### src/rtl/clip_sequencer.sv
// Record/play sequencer for two clip memories: turns start/stop commands and
// sample pacing strobes into registered per-clip address, enable and write strobes.
module clip_sequencer #(
    parameter int ADDR_W = 16
) (
    input  logic              clock_i,
    input  logic              reset_i,
    input  logic              start_record_i,
    input  logic              start_play_i,
    input  logic              stop_i,
    input  logic              clip_i,
    input  logic              sample_valid_i,
    input  logic              sample_ready_i,
    output logic [ADDR_W-1:0] mem_addr_o,
    output logic              mem0_en_o,
    output logic              mem0_we_o,
    output logic              mem1_en_o,
    output logic              mem1_we_o,
    output logic              recording_o,
    output logic              playing_o,
    output logic              done_o,
    output logic              error_o,
    output logic [ADDR_W:0]   clip0_len_o,
    output logic [ADDR_W:0]   clip1_len_o
);

    localparam int CNT_W = ADDR_W + 1;
    localparam logic [CNT_W-1:0] DEPTH = {1'b1, {ADDR_W{1'b0}}};
    localparam logic [CNT_W-1:0] ONE   = CNT_W'(1);

    typedef enum logic [1:0] {
        IDLE   = 2'd0,
        RECORD = 2'd1,
        PLAY   = 2'd2,
        DONE   = 2'd3
    } state_t;

    state_t            state_reg, state_next;
    logic              sel_reg, sel_next;
    logic [CNT_W-1:0]  count_reg, count_next;
    logic [CNT_W-1:0]  len_reg [0:1];
    logic [CNT_W-1:0]  len_next [0:1];
    logic [CNT_W-1:0]  cur_len;
    logic [ADDR_W-1:0] addr_reg;
    logic              en_reg [0:1];
    logic              we_reg [0:1];
    logic              error_reg, error_next;
    logic              strobe;
    logic              write;

    always_comb begin
        state_next = state_reg;
        sel_next   = sel_reg;
        count_next = count_reg;
        len_next   = len_reg;
        error_next = 1'b0;
        strobe     = 1'b0;
        write      = 1'b0;
        cur_len    = len_reg[sel_reg];

        case (state_reg)
            IDLE: begin
                if (start_record_i) begin
                    state_next       = RECORD;
                    sel_next         = clip_i;
                    count_next       = '0;
                    len_next[clip_i] = '0;
                end else if (start_play_i) begin
                    if (len_reg[clip_i] == '0) begin
                        error_next = 1'b1;
                    end else begin
                        state_next = PLAY;
                        sel_next   = clip_i;
                        count_next = '0;
                    end
                end
            end
            RECORD: begin
                if (sample_valid_i && (count_reg != DEPTH)) begin
                    strobe     = 1'b1;
                    write      = 1'b1;
                    count_next = count_reg + ONE;
                end
                // A write coinciding with stop is counted before the length is latched.
                if (stop_i || (strobe && (count_next == DEPTH))) begin
                    state_next        = DONE;
                    len_next[sel_reg] = count_next;
                end
            end
            PLAY: begin
                if (sample_ready_i && (count_reg < cur_len)) begin
                    strobe     = 1'b1;
                    count_next = count_reg + ONE;
                end
                if (stop_i || (strobe && (count_next == cur_len))) begin
                    state_next = DONE;
                end
            end
            DONE: begin
                state_next = IDLE;
            end
            default: begin
                state_next = IDLE;
            end
        endcase
    end

    always_ff @(posedge clock_i or negedge reset_i) begin
        if (!reset_i) begin
            state_reg  <= IDLE;
            sel_reg    <= 1'b0;
            count_reg  <= '0;
            len_reg[0] <= '0;
            len_reg[1] <= '0;
            addr_reg   <= '0;
            error_reg  <= 1'b0;
        end else begin
            state_reg  <= state_next;
            sel_reg    <= sel_next;
            count_reg  <= count_next;
            len_reg[0] <= len_next[0];
            len_reg[1] <= len_next[1];
            error_reg  <= error_next;
            if (strobe) begin
                addr_reg <= count_reg[ADDR_W-1:0];
            end
        end
    end

    // Only the selected clip memory ever sees a strobe.
    for (genvar gi = 0; gi < 2; gi++) begin : g_clip
        always_ff @(posedge clock_i or negedge reset_i) begin
            if (!reset_i) begin
                en_reg[gi] <= 1'b0;
                we_reg[gi] <= 1'b0;
            end else begin
                en_reg[gi] <= strobe && (sel_reg == 1'(gi));
                we_reg[gi] <= write && (sel_reg == 1'(gi));
            end
        end
    end

    assign mem_addr_o  = addr_reg;
    assign mem0_en_o   = en_reg[0];
    assign mem0_we_o   = we_reg[0];
    assign mem1_en_o   = en_reg[1];
    assign mem1_we_o   = we_reg[1];
    assign recording_o = (state_reg == RECORD);
    assign playing_o   = (state_reg == PLAY);
    assign done_o      = (state_reg == DONE);
    assign error_o     = error_reg;
    assign clip0_len_o = len_reg[0];
    assign clip1_len_o = len_reg[1];

endmodule

### config.mk
export PLATFORM = sky130hd
export DESIGN_NAME = clip_sequencer
export DESIGN_NICKNAME = d
export VERILOG_FILES = /design/src/rtl/clip_sequencer.sv
export SDC_FILE = /design/constraint.sdc
export NUM_CORES = 1
export LEC_CHECK = 0
export BUFFER_PORTS_ARGS = -buffer_cell sky130_fd_sc_hd__buf_4
export CAP_MARGIN = 20
export CORE_ASPECT_RATIO = 1.1
export CORE_MARGIN = 1.5
export CORE_UTILIZATION = 55
export CTS_BUF_LIST = sky130_fd_sc_hd__clkbuf_8
export DETAILED_ROUTE_END_ITERATION = 7
export PLACE_DENSITY = 0.86
export SKIP_CTS_REPAIR_TIMING = 1
export SLEW_MARGIN = 20
export SYNTH_ARGS = -nofsm -noshare
export SYNTH_HDL_FRONTEND = slang
export SYNTH_SLANG_ARGS = --single-unit
### constraint.sdc
create_clock -name clock_i -period 3.8 [get_ports clock_i]
set_clock_uncertainty 0.1 [all_clocks]
set_input_delay 0.19 -clock clock_i [delete_from_list [all_inputs] [get_ports clock_i]]
set_output_delay 0.19 -clock clock_i [all_outputs]
set_load 0.02 [all_outputs]
# ---- Word level (Yosys, flattened, before mapping)
# Cells that the tools add are included.
dict set report word_totals {
  ff_bits 75
  latchBits 0
  ram_bits 0
  romBits 0
  inputBits 8
  out_inout_bits 58
  wordCells 96
  n_memories 0
}
dict set report op_classes {
  add_sub_neg 1
  n_mul 0
  n_div 0
  n_lt_le_gt_ge 5
  n_eq_ne 12
  n_shift 0
  muxes 41
  n_bitwise 5
  reduce_logical 21
}
# operator count
set ops {}
lappend ops {{2-to-1 mux 17 bit} 15}
lappend ops {{2-to-1 mux 34 bit} 2}
lappend ops {{one-hot mux 34 bit (2 select lines)} 1}
lappend ops {{one-hot mux 17 bit (3 select lines)} 1}
lappend ops {{AND 34 bit} 1}
lappend ops {{bitwise mux 34 bit} 1}
lappend ops {{demux 17 bit (select 1 bit)} 2}
lappend ops {{inverter 34 bit} 1}
lappend ops {{adder 17 x 1 -> 17 bit (second input constant)} 1}
lappend ops {{equality test 17 bit} 1}
lappend ops {{equality test 17 bit (second input constant)} 1}
lappend ops {{zero test 17 bit} 1}
lappend ops {{less-than comparator 17 bit} 1}
lappend ops {{!= test 17 bit (second input constant)} 1}
lappend ops {{2-to-1 mux 1 bit} 12}
lappend ops {{logical AND 1 bit} 10}
lappend ops {{2-to-1 mux 2 bit} 5}
lappend ops {{AND reduction 3 bit} 3}
lappend ops {{one-hot mux 2 bit (4 select lines)} 1}
lappend ops {{!= test 3 bit (second input constant)} 2}
lappend ops {{equality test 2 bit (second input constant)} 2}
lappend ops {{greater-or-equal comparator 2 bit (second input constant)} 2}
lappend ops {{less-than comparator 2 x 1 -> 1 bit (second input constant)} 2}
lappend ops {{!= test 2 x 1 -> 1 bit (second input constant)} 2}
lappend ops {{other kinds (10)} 14}

# ---- Logic depth before layout (Yosys ltp)
# Gate-level depths: netlist (run 1).
dict set report depth {
  depth_word 13
  mapped_depth 16
  ltp_nobuf 11
}

# ---- Worst setup path before layout (run 1)
# No wires, ideal clock.
dict set report synth_path {
  path_type {register to register}
  from {register sel_reg}
  to {register state_reg[0]}
  setup_time_ns 0.128
  t_arrival_ns 3.842
  required_time_ns 3.572
  setup_slack_ns -0.269
  stages_incl_launch_ff 15
  n_path_buf 3
  synth_period_minus_slack_ns 4.069
  path_cell_list {dfrtp_1 > buf_2 > buf_2 > clkbuf_1 > mux2i_1 > ha_1 > nand4_1 > inv_1 > a2111oi_0 > or4b_2 > o311ai_0 > nor3_1 > a31oi_1 > nand3_1 > mux2_1}
}
dict set report synth_via {
  elab_chain_cells 13
  word_cells_on_any_way 15
  classes_between {order compare: 1; eq/ne: 2; mux: 7; bitwise: 1; reduce/logical: 4}
}
# item line_no
set synth_rtl {}
lappend synth_rtl {{from (decl)} 39} ;# logic sel_reg, sel_next;
lappend synth_rtl {{from (signal assigned)} 119} ;# sel_reg <= sel_next;
lappend synth_rtl {{inverter 1 -> 2 bit (not written as such) (*)} 59} ;# cur_len = len_reg[sel_reg];
lappend synth_rtl {{2-to-1 mux 17 bit (not written as such) (*) (3 in a row)} 59}
lappend synth_rtl {{less-than comparator 17 bit} 91} ;# if (sample_ready_i && (count_reg < cur_len)) begin
lappend synth_rtl {{logical AND 1 bit} 91}
lappend synth_rtl {{2-to-1 mux 17 bit} 91}
lappend synth_rtl {{2-to-1 mux 17 bit} 61} ;# case (state_reg)
lappend synth_rtl {{equality test 17 bit} 95} ;# if (stop_i || (strobe && (count_next == cur_len))) begin
lappend synth_rtl {{logical AND 1 bit (*)} 95}
lappend synth_rtl {{logical OR 1 bit (*)} 95}
lappend synth_rtl {{!= test 2 x 1 -> 1 bit (no line) (*)} n/a}
lappend synth_rtl {{AND reduction 4 bit (no line) (*)} n/a}
lappend synth_rtl {{to (signal assigned)} 118} ;# state_reg <= state_next;
lappend synth_rtl {{to (decl)} 38} ;# state_t state_reg, state_next;
# Every way passes the cells marked *; elsewhere a longest branch is shown, timed or not. The select of a mux whose other input is x is not followed.
# A chain may end at the register's enable or synchronous reset.

# ---- Worst setup path after layout (run 1)
# Same ends and word-level chain as after synthesis.

==> key figures, run 1 <==
Status
  – Status: complete, no violations

Drt
  – DRC: 0
  – Vias per cell: 6.51
  – Drt pass-1 iters: 5
  – DRT antenna net count: 0
  – Via count: 5048
  – WL final: 16.1 mm
  – WL per Instance: 20.7 um
  – DRT iter0 DRCs: about 420

Critical path
  – Reg2Reg Launch Point: sel_reg
  – Reg2Reg Depth: 14
  – Worst-path fanout max: 11
  – CP cell instances: buf_12, mux2i_4, ha_1, a21oi_1, a21boi_0, a2111oi_4, buf_4, nor3b_1, buf_4, nand3_1, and3_1, o311ai_1, nand3_1, mux2_1
  – Critical Path AT: ~4 ns
  – Crit start category: flip-flop
  – CP max stage cell: a2111oi_4
  – Worst path required time: 3.94 ns
  – R2r endpoint: state_reg[0]
  – Reg2reg setup slack: 0.05 ns
  – Setup Crit Path Kind: reg -> reg
  – Setup crit end kind: flip-flop
  – Largest stage delay on the critical path: 0.42 ns

Synthesis
  – Synth top cells by count: nand2_1, dfrtp_1, o21ai_0
  – Synth top area cells: dfrtp_1, nand2_1, ha_1
  – Post-synthesis sequential area ratio: 37.0%
  – Syn_area_per_cell: 8.91 um^2
  – Top-area cell type share of the netlist area: 37.0%
  – Count leader, synth: nand2_1
  – Synthesis warning total: 0
  – Syn_nets: approximately 600
  – EDFF count, synth: 0
  – Ys flop type: dfrtp_1
  – Synth cell types: 66
  – Mapped Cells: 569
  – FF+latch count, synth: 75
  – Post-synth top area cell: dfrtp_1
  – Ys async rst share: 100%
  – Post-synth design cell area: 0.00507 mm^2

STA
  – Hold_ws: 0.0127 ns
  – Final setup fails: 0
  – Final hold violation count: 0
  – Setup TNS: 0 ns
  – Fin. max-slew vios: 0
  – Fmax: 0.267 GHz
  – Fin crit share: 98.7%
  – Final Critical Period: about 3.7 ns
  – Rel. slew slack: 36.2%
  – Worst-margin pin slew: 0.958 ns

Min path
  – Hold worst-path end: error_o
  – Worst Hold Depth: 2
  – Hold/Removal Path Class: in -> reg
  – Worst hold path startpoint: start_play_i

Die
  – Die height: 104 um
  – Chip Width: 94.5 um
  – Core Rows: 36
  – Die area: 0.00980 mm^2
  – I/O pin count: 66
  – Core area: between 0.008 and 0.009 mm^2
  – Initial Util: 56.8%

Global routing
  – GRT overflow: 0
  – Global-route wire length before repair: 25.1 mm
  – Largest net degree at the start of global routing: 76
  – Gr usage total: roughly 33%
  – Initial antenna violation count: 0
  – Vias in the first global route: 4963

Clock tree
  – Total CTS buffers: 9
  – CTS clk-pin slew, worst paths: 0.08 ns
  – CTS tree: built
  – CTS root buffer: clkbuf_8
  – Clock latency on the worst-skew pair: 0.36 ns
  – CTS Sinks: 75
  – H-Tree Depth: 3
  – Clock tree buffer depth: 2

Final layout
  – Post-layout util: about 70%
  – Fin cells: 776
  – P&R area growth vs syn: 23.3%
  – Fillers: ~670
  – Final instance area: 0.00625 mm^2
  – Share of layout cells above drive strength 1: 27.2%
  – Multi-input logic area: around 0.003 mm^2
  – ANT cells: 0
  – Final net count: approximately 690
  – Register area: around 0.0019 mm^2

Placement
  – Dpl cells: 758
  – # port buffers: 65
  – GPL Wtd Cong: 0.982
  – DPL Wire Length: 11.6 mm
  – Placed cell areas: 0.00591 mm^2

Power and ir drop
  – Leakage: around 2.9 nW
  – Peak supply drop: around 0.00026 V
  – PD cells: 493 mW/mm^2

Job
  – MaxCap Viol Count: 0
==> cell families (layout without fill, tap and decap cells) <==
logic type	count (synthesis)	count (layout)	share of synthesized area (%)
buffers and inverters	58	151	5.23
and+or+nand+nor	206	206	21.2
adders and majority gates	22	22	5.43
muxes	34	34	7.11
AOI/OAI and AO/OA	137	137	17.6
xor gates and xnor gates	37	37	6.40
DFF	75	75	37.0
==> stage by stage <==
step	setup slack, ns	power [mW]
CTS	-0.253	2.98
detailed placement	-0.181	2.28
global route	-0.0825	3.21
global placement	0.0572	2.25
floorplan	0.0457	1.76
finish	0.0501	3.08
==> area by class of cell <==
class                   count  area share, %
well taps                 114           2.28
repair buffers            120           14.9
inverters                  15          0.901
clock buffers              11           2.42
multi-input cells         436           48.2
flip-flops and latches     75           30.0
clock inverters             5           1.22
==> worst max path at each step <==
stage                 start      endpoint  depth (start not counted)
global route        sel_reg  state_reg[0]                         14
finish              sel_reg  state_reg[0]                         14
floorplan           sel_reg  state_reg[0]                         14
CTS                 sel_reg  state_reg[0]                         13
global placement    sel_reg  state_reg[0]                         13
detailed placement  sel_reg  state_reg[0]                         13
==> worst max-delay path, delay by kind of cell (launching register included) <==
kind                     cells  cell delay [ns]
buffers and inverters        3             0.57
adder cells (fa/ha/maj)      1             0.29
AND/OR/NAND/NOR              4             0.65
AO/OA/AOI/OAI                4             1.04
flip-flops                   1             0.40
multiplexers                 2             0.58
==> per-layer routing <==
layer  GRT usage, %  wire length [um]  vias up
li1               -                 -     2223
met1           42.8              6250     2446
met2           52.2              7680      311
met3           5.80              1390       68
met4           18.7               737        0
met5              0                 0        -
==> where the power goes <==
group / internal (mW) / leakage [nW] / switching, mW / total (mW)
Clock: 0.402 / 0.117 / 0.306 / 0.709
Sequential: 0.857 / 1.04 / 0.0623 / 0.919
Combinational: 0.552 / 1.72 / 0.899 / 1.45
==> layout by cell type (no fill, tap or decap), types with 6 or more instances in the layout <==
master	n
a21oi_1	24
a22o_1	6
a22oi_1	6
and3_1	10
buf_4	116
clkbuf_8	11
dfrtp_1	75
ha_1	22
inv_1	16
mux2_2	15
mux2i_1	11
nand2_1	84
nand3_1	14
nand4_1	11
nor2_1	27
nor3_1	7
nor4_1	10
o21ai_0	39
o21ai_1	12
o21ai_2	10
xnor2_1	25
xor2_1	12
No activity file was read; power rests on OpenSTA's default activity.
==> run 2: changes to the inputs <==
--- a/config.mk
+++ b/config.mk
@@ -13,6 +13,7 @@
 export CTS_BUF_LIST = sky130_fd_sc_hd__clkbuf_8
 export DETAILED_ROUTE_END_ITERATION = 7
 export PLACE_DENSITY = 0.86
+export REMOVE_ABC_BUFFERS = 1
 export SKIP_CTS_REPAIR_TIMING = 1
 export SLEW_MARGIN = 20
 export SYNTH_ARGS = -nofsm -noshare
==> constraint.sdc (replaced) <==
create_clock -name clock_i -period 3.8 [get_ports clock_i]
set_clock_uncertainty 0.1 [all_clocks]
set_input_delay 0.19 -clock clock_i [delete_from_list [all_inputs] [get_ports clock_i]]
set_output_delay 0.19 -clock clock_i [all_outputs]
set_load 0.05 [all_outputs]
==> run 2 against run 1 <==
Effect of this change: the flow now finishes with violations (hold timing); critical path depth down 1; core utilization up 0.24 points; via count down 0.79%; combinational power up 5%; final area up 0.34%; clock-buffer cell count unchanged; largest cell class unchanged; largest power group unchanged.
==> key figures, run 2 (synthesis results as in run 1) <==
Critical path
  – R2r endpoint: state_reg[0]
  – Crit start category: flip-flop
  – Family with the most delay on the worst path: compound AO/OA/AOI/OAI gates
  – Worst-path fanout max: 14 (+3)
  – Critical Path Sink: state_reg[0]
  – Reg2Reg Launch Point: sel_reg
  – Reg2reg setup slack: 0.15 ns (+0.10 ns)
  – Setup crit end kind: flip-flop
  – Worst path required time: 3.96 ns (+0.02 ns)
  – CP cell instances: buf_12, mux2i_1, ha_1, and4_1, o21ai_0, a2111oi_1, nor3b_2, buf_4, nor3b_1, o31ai_1, a31oi_1, nand3_1, mux2_1
  – Largest stage delay on the critical path: 0.70 ns (+0.28 ns)
  – Setup Crit Path Kind: reg -> reg
  – Critical path origin: sel_reg
  – Reg2Reg Depth: 13 (-1)
  – Cell count along the critical path: 13 (-1)
  – Buf+Inv Stages, Crit Path: 2 (-1)
  – Critical Path AT: 3.81 ns (-0.08 ns)
  – CP max stage cell: a2111oi_1

STA
  – Worst setup margin: 0.146 ns (+0.0956 ns)
  – Final hold violation count: 1 (+1)
  – Worst-margin pin slew: 0.961 ns (+0.00375 ns)
  – Rel. slew slack: 35.9% (-0.25 points)
  – Fin crit share: 96.2% (-2.5 points)
  – Fin. max-slew vios: 0 (unchanged)
  – Final Critical Period: 3.65 ns (-0.0956 ns)
  – Final setup fails: 0 (unchanged)
  – Hold_ws: -0.0133 ns (-0.0260 ns)
  – Fmax: 0.274 GHz (+2.6%)

Power and ir drop
  – Cell-internal power: 1.80 mW (-0.56%)
  – Switch share: 43.0% (+1.8 points)
  – Sequential power share: 29.4% (-0.5 points)
  – Peak supply drop: 0.000268 V (+1.4%)
  – Clock power frac: 22.6% (-0.4 points)
  – Leakage: 2.92 nW (+1.7%)
  – Combinational power share: 48.0% (+0.9 points)
  – PD cells: 504 mW/mm^2 (+2.2%)
  – Switching power total: 1.36 mW (+7.1%)

Clock tree
  – Clock latency on the worst-skew pair: 0.37 ns (about the same)
  – CTS clk-pin slew, worst paths: 0.08 ns (about the same)
  – Clock tree buffer depth: 2 (unchanged)
  – Total CTS buffers: 9 (unchanged)
  – CTS root buffer: clkbuf_8
  – H-Tree Depth: 3 (unchanged)
  – CTS Sinks: 75 (unchanged)
  – CTS tree: built

Drt
  – WL per Instance: 19.6 um (-5.3%)
  – DRC: 0 (unchanged)
  – Drt pass-1 iters: 5 (unchanged)
  – DRT antenna net count: 0 (unchanged)
  – Vias per cell: 6.39 (-1.8%)
  – WL final: 15.4 mm (-4.3%)
  – DRT iter0 DRCs: 501 (+21%)
  – Via count: 5008 (-0.79%)

Final layout
  – ANT cells: 0 (unchanged)
  – Most frequent cells in the layout: buf_4, nand2_1, dfrtp_1, o21ai_0, nor2_1
  – Fin cells: 784 (+1.0%)
  – Final net count: 695 (+1.2%)
  – Commonest non-fill, non-tap cell in the layout: buf_4
  – Post-layout util: 70.3% (+0.24 points)
  – P&R area growth vs syn: 23.8%
  – Share of layout cells above drive strength 1: 27.8% (+0.57 points)
  – Fillers: 676 (+1.7%)
  – Final instance area: 0.00627 mm^2 (+0.34%)

Global routing
  – Gr usage total: 31.9% (-1.3 points)
  – Largest net degree at the start of global routing: 76 (unchanged)
  – Vias in the first global route: 4711 (-5.1%)
  – Initial antenna violation count: 0 (unchanged)
  – Global-route wire length before repair: 24.4 mm (-3.0%)
  – GRT overflow: 0 (unchanged)

Min path
  – Hold/Removal Path Class: in -> reg

Placement
  – # port buffers: 65 (unchanged)
  – Dpl ws: -0.103 ns (+0.0785 ns)
  – GPL Wtd Cong: 0.966 (-1.6%)
  – Placed cell areas: 0.00600 mm^2 (+1.5%)
  – Dpl cells: 767 (+1.2%)
  – DPL Wire Length: 11.3 mm (-2.3%)

Job
  – MaxCap Viol Count: 0 (unchanged)

Die
  – Die height: 104 um (unchanged)
  – I/O pin count: 66 (unchanged)
  – Initial Util: 56.8% (unchanged)
  – Core Rows: 36 (unchanged)
  – Core area: 0.00892 mm^2 (unchanged)
  – Chip Width: 94.5 um (unchanged)
  – Die area: 0.00980 mm^2 (unchanged)

Status
  – Failing checks: hold timing
  – Status: complete, but fails checks
## run 2: how the worst min path moves through the flow
stage                             from             end  slack (ns)  cells past startpoint
after global placement         reset_i   mem_addr_o[2]        0.27                      1
after CTS                      reset_i  mem_addr_o[14]       -0.09                      1
after global routing      start_play_i         error_o       0.007                      2
after detailed placement       reset_i   mem_addr_o[4]        0.30                      1
after floorplan                reset_i  clip0_len_o[0]       -0.21                      0
final                     start_play_i         error_o       -0.01                      2
## run 2: final cells by class
type / count / area (um^2) / share of cell area [%]
clock buffers: 11 / 151 / 2.41
clock inverters: 5 / 75.1 / 1.20
flip-flops and latches: 75 / 1880 / 30.0
inverters: 15 / 56.3 / 0.898
multi-input cells: 436 / 2950 / 47.1
repair buffers: 128 / 1010 / 16.2
well taps: 114 / 143 / 2.27
## run 2: layer usage
layer | GRT usage, % | wire length (um) | up-vias
li1 | - | - | 2240
met4 | 14.6 | 671 | 0
met5 | 0 | 0 | -
met2 | 49.3 | 7050 | 301
met3 | 4.33 | 1180 | 61
met1 | 44.2 | 6470 | 2406
## run 2: power groups by stage
stage               clock [mW]  sequential [mW]  combinational [mW]
floorplan                    0             1.08               0.717
global placement             0            0.933                1.44
detailed placement           0            0.938                1.47
CTS                      0.715            0.923                1.48
global route             0.750            0.934                1.60
finish                   0.714            0.929                1.52
## run 2: per-stage QoR
step	power (mW)	setup TNS [ns]	hold slack, ns
after global placement	2.37	0	0.270
after floorplan	1.80	-14.16	-0.206
final	3.16	0	-0.0133
after CTS	3.12	-0.203	-0.0950
after global routing	3.28	-0.261	0.00722
after detailed placement	2.41	-0.103	0.297
==> run 3: changes to the inputs <==
==> constraint.sdc (replaced) <==
create_clock -name clock_i -period 3.1 [get_ports clock_i]
set_clock_uncertainty 0.1 [all_clocks]
set_input_delay 0.155 -clock clock_i [delete_from_list [all_inputs] [get_ports clock_i]]
set_output_delay 0.155 -clock clock_i [all_outputs]
set_load 0.05 [all_outputs]
==> run 3 against run 2 <==
Effect of this change: register-to-register slack worse by 1.1 ns; clock power is 26% higher; final area is 26% higher; the flow finishes with violations (DRC, setup timing); global-route usage is 3.3 points higher; die area stayed put; critical endpoint is now state_reg[1].
==> key figures, run 3 (synthesis results as in run 1) <==
Status
  – Status: complete, but fails checks
  – Failing checks: DRC, setup timing

Die
  – Initial Util: 56.8% (unchanged)
  – I/O pin count: 66 (unchanged)
  – Core area: 0.00892 mm^2 (unchanged)
  – Chip Width: 94.5 um (unchanged)
  – Die height: 104 um (unchanged)
  – Core Rows: 36 (unchanged)
  – Die area: 0.00980 mm^2 (unchanged)

Clock tree
  – CTS root buffer: clkbuf_8
  – CTS clk-pin slew, worst paths: 0.09 ns (about the same)
  – H-Tree Depth: 3 (unchanged)
  – Clock tree buffer depth: 2 (unchanged)
  – Clock latency on the worst-skew pair: 0.40 ns (+0.03 ns)
  – CTS Sinks: 75 (unchanged)
  – CTS tree: built
  – Total CTS buffers: 9 (unchanged)

STA
  – Rel. slew slack: 34.0% (-1.9 points)
  – Final setup fails: 71 (+71)
  – Fin. max-slew vios: 0 (unchanged)
  – Final Critical Period: 4.05 ns (+0.394 ns)
  – Worst setup margin: -0.948 ns (-1.09 ns)
  – Worst-margin pin slew: 0.989 ns (+0.0280 ns)
  – Final hold violation count: 0 (-1)
  – RSZ-0062 raised after global routing: yes
  – Fmax: 0.247 GHz (-9.7%)
  – Fin crit share: 131% (+34 points)
  – Setup TNS: -25.87 ns (-25.87 ns)

Critical path
  – Worst path required time: 3.30 ns (-0.66 ns)
  – Worst-path fanout max: 10 (-4)
  – CP max stage cell: or4_1
  – Buf+Inv Stages, Crit Path: 4 (+2)
  – Reg2reg setup slack: -0.95 ns (-1.09 ns)
  – Setup Crit Path Kind: reg -> reg
  – CP cell instances: buf_8, buf_12, mux2i_1, buf_4, xnor2_1, or4_1, a2111oi_1, nand4_1, o311ai_1, nand3_1, buf_4, mux2i_1
  – Setup crit end kind: flip-flop
  – Largest stage delay on the critical path: 0.52 ns (-0.18 ns)
  – Family with the most delay on the worst path: simple AND/OR/NAND/NOR gates
  – Crit start category: flip-flop
  – Critical Path AT: 4.25 ns (+0.44 ns)

Placement
  – DPL Wire Length: 12.5 mm (+11%)
  – GPL Wtd Cong: 1.01 (+4.9%)
  – Dpl cells: 840 (+9.5%)
  – # port buffers: 65 (unchanged)

Power and ir drop
  – Peak supply drop: 0.000501 V (+87%)
  – Leakage: 3.71 nW (+27%)
  – PD cells: 638 mW/mm^2 (+27%)

Drt
  – WL final: 26.9 mm (+75%)
  – Vias per cell: 7.52 (+18%)
  – Drt pass-1 iters: 8 (+3)
  – Via count: 6706 (+34%)
  – DRT antenna net count: 0 (unchanged)
  – DRC: 172 (+172)
  – WL per Instance: 30.1 um (+54%)
  – DRT iter0 DRCs: 1783 (+260%)

Global routing
  – Global-route wire length before repair: 26.6 mm (+9.1%)
  – Met2 GRT Util: 53.6% (+4.3 points)
  – Largest net degree at the start of global routing: 76 (unchanged)
  – Met1 Track Usage GR: 47.6% (+3.4 points)
  – Gr usage total: 35.2% (+3.3 points)
  – Initial antenna violation count: 1 (+1)
  – GRT overflow: 0 (unchanged)
  – GR peak layer: met2
  – Vias in the first global route: 5208 (+11%)
  – Met3 Use GR: 5.80% (+1.5 points)

Final layout
  – Most frequent cells in the layout: buf_4, nand2_1, dfrtp_1, o21ai_2, nor2_1
  – Final net count: 802 (+15%)
  – Multi-input logic area: 0.00361 mm^2 (+22%)
  – Register area: 0.00188 mm^2 (+0.13%)
  – Share of layout cells above drive strength 1: 47.9% (+20 points)
  – P&R area growth vs syn: 56.0%
  – Fin cells: 892 (+14%)
  – Commonest non-fill, non-tap cell in the layout: buf_4
  – Fillers: 296 (-56%)

Min path
  – Hold/Removal Path Class: in -> reg

Job
  – MaxCap Viol Count: 0 (unchanged)
[run 3: cell types whose count changed in the layout (fill, tap and decap cells not counted), moves of 12 or more]
cell     change
buf_4       +83
o21ai_0     -29
o21ai_2     +26
mux2_4      +13
mux2_2      -12
[run 3: final cells by class]
| class | instances | area share, % |
|---|---|---|
| Timing Repair Buffer | 234 | 25.2 |
| Sequential cell | 75 | 23.8 |
| Multi-Input combinational cell | 437 | 45.6 |
| Clock inverter | 6 | 1.03 |
| Clock buffer | 10 | 1.74 |
| Tap cell | 114 | 1.80 |
| Inverter | 15 | 0.744 |
| Antenna cell | 1 | 0.0317 |
[run 3: routing by layer]
layer	part of all wire (%)	vias up
met3	16	368
met1	32	3033
li1	-	2456
met5	0.074	-
met2	40	845
met4	11	4
[run 3: worst paths after layout]
kind                       cells past startpoint      startpoint              to
setup / recovery                              12         sel_reg    state_reg[1]
hold / removal                                 3  start_record_i         error_o
setup reg to reg                              12         sel_reg    state_reg[1]
hold reg to reg                                2  mem_addr_o[13]  mem_addr_o[13]
max in group asynchronous                      2         reset_i         sel_reg
min in group asynchronous                      2         reset_i   mem_addr_o[3]
[run 3: metrics by stage]
stage / utilization, % / cell area, um^2 / hold slack, ns / worst slack, ns / power, mW
2_1_floorplan: - / 4860 / -0.241 / -1.32 / 2.21
3_3_place_gp: 73.5 / 6550 / 0.247 / -0.671 / 3.08
3_5_place_dp: 73.5 / 6550 / 0.273 / -0.933 / 3.11
4_1_cts: 75.9 / 6770 / -0.124 / -0.977 / 3.97
5_1_grt: 88.7 / 7910 / 0.0925 / -0.826 / 5.14
6_report: 88.7 / 7910 / 0.125 / -0.948 / 5.04
[run 3: tightest hold or removal path, cell delays in order]
cell	delay (ns)
buf_4	0.12
nor2b_1	0.10
and3_1	0.21
[run 3: where the power goes]
group          total, mW  internal (mW)  switching, mW
clock network      0.898          0.470          0.428
registers           1.14           1.05         0.0875
logic               3.00           1.18           1.82
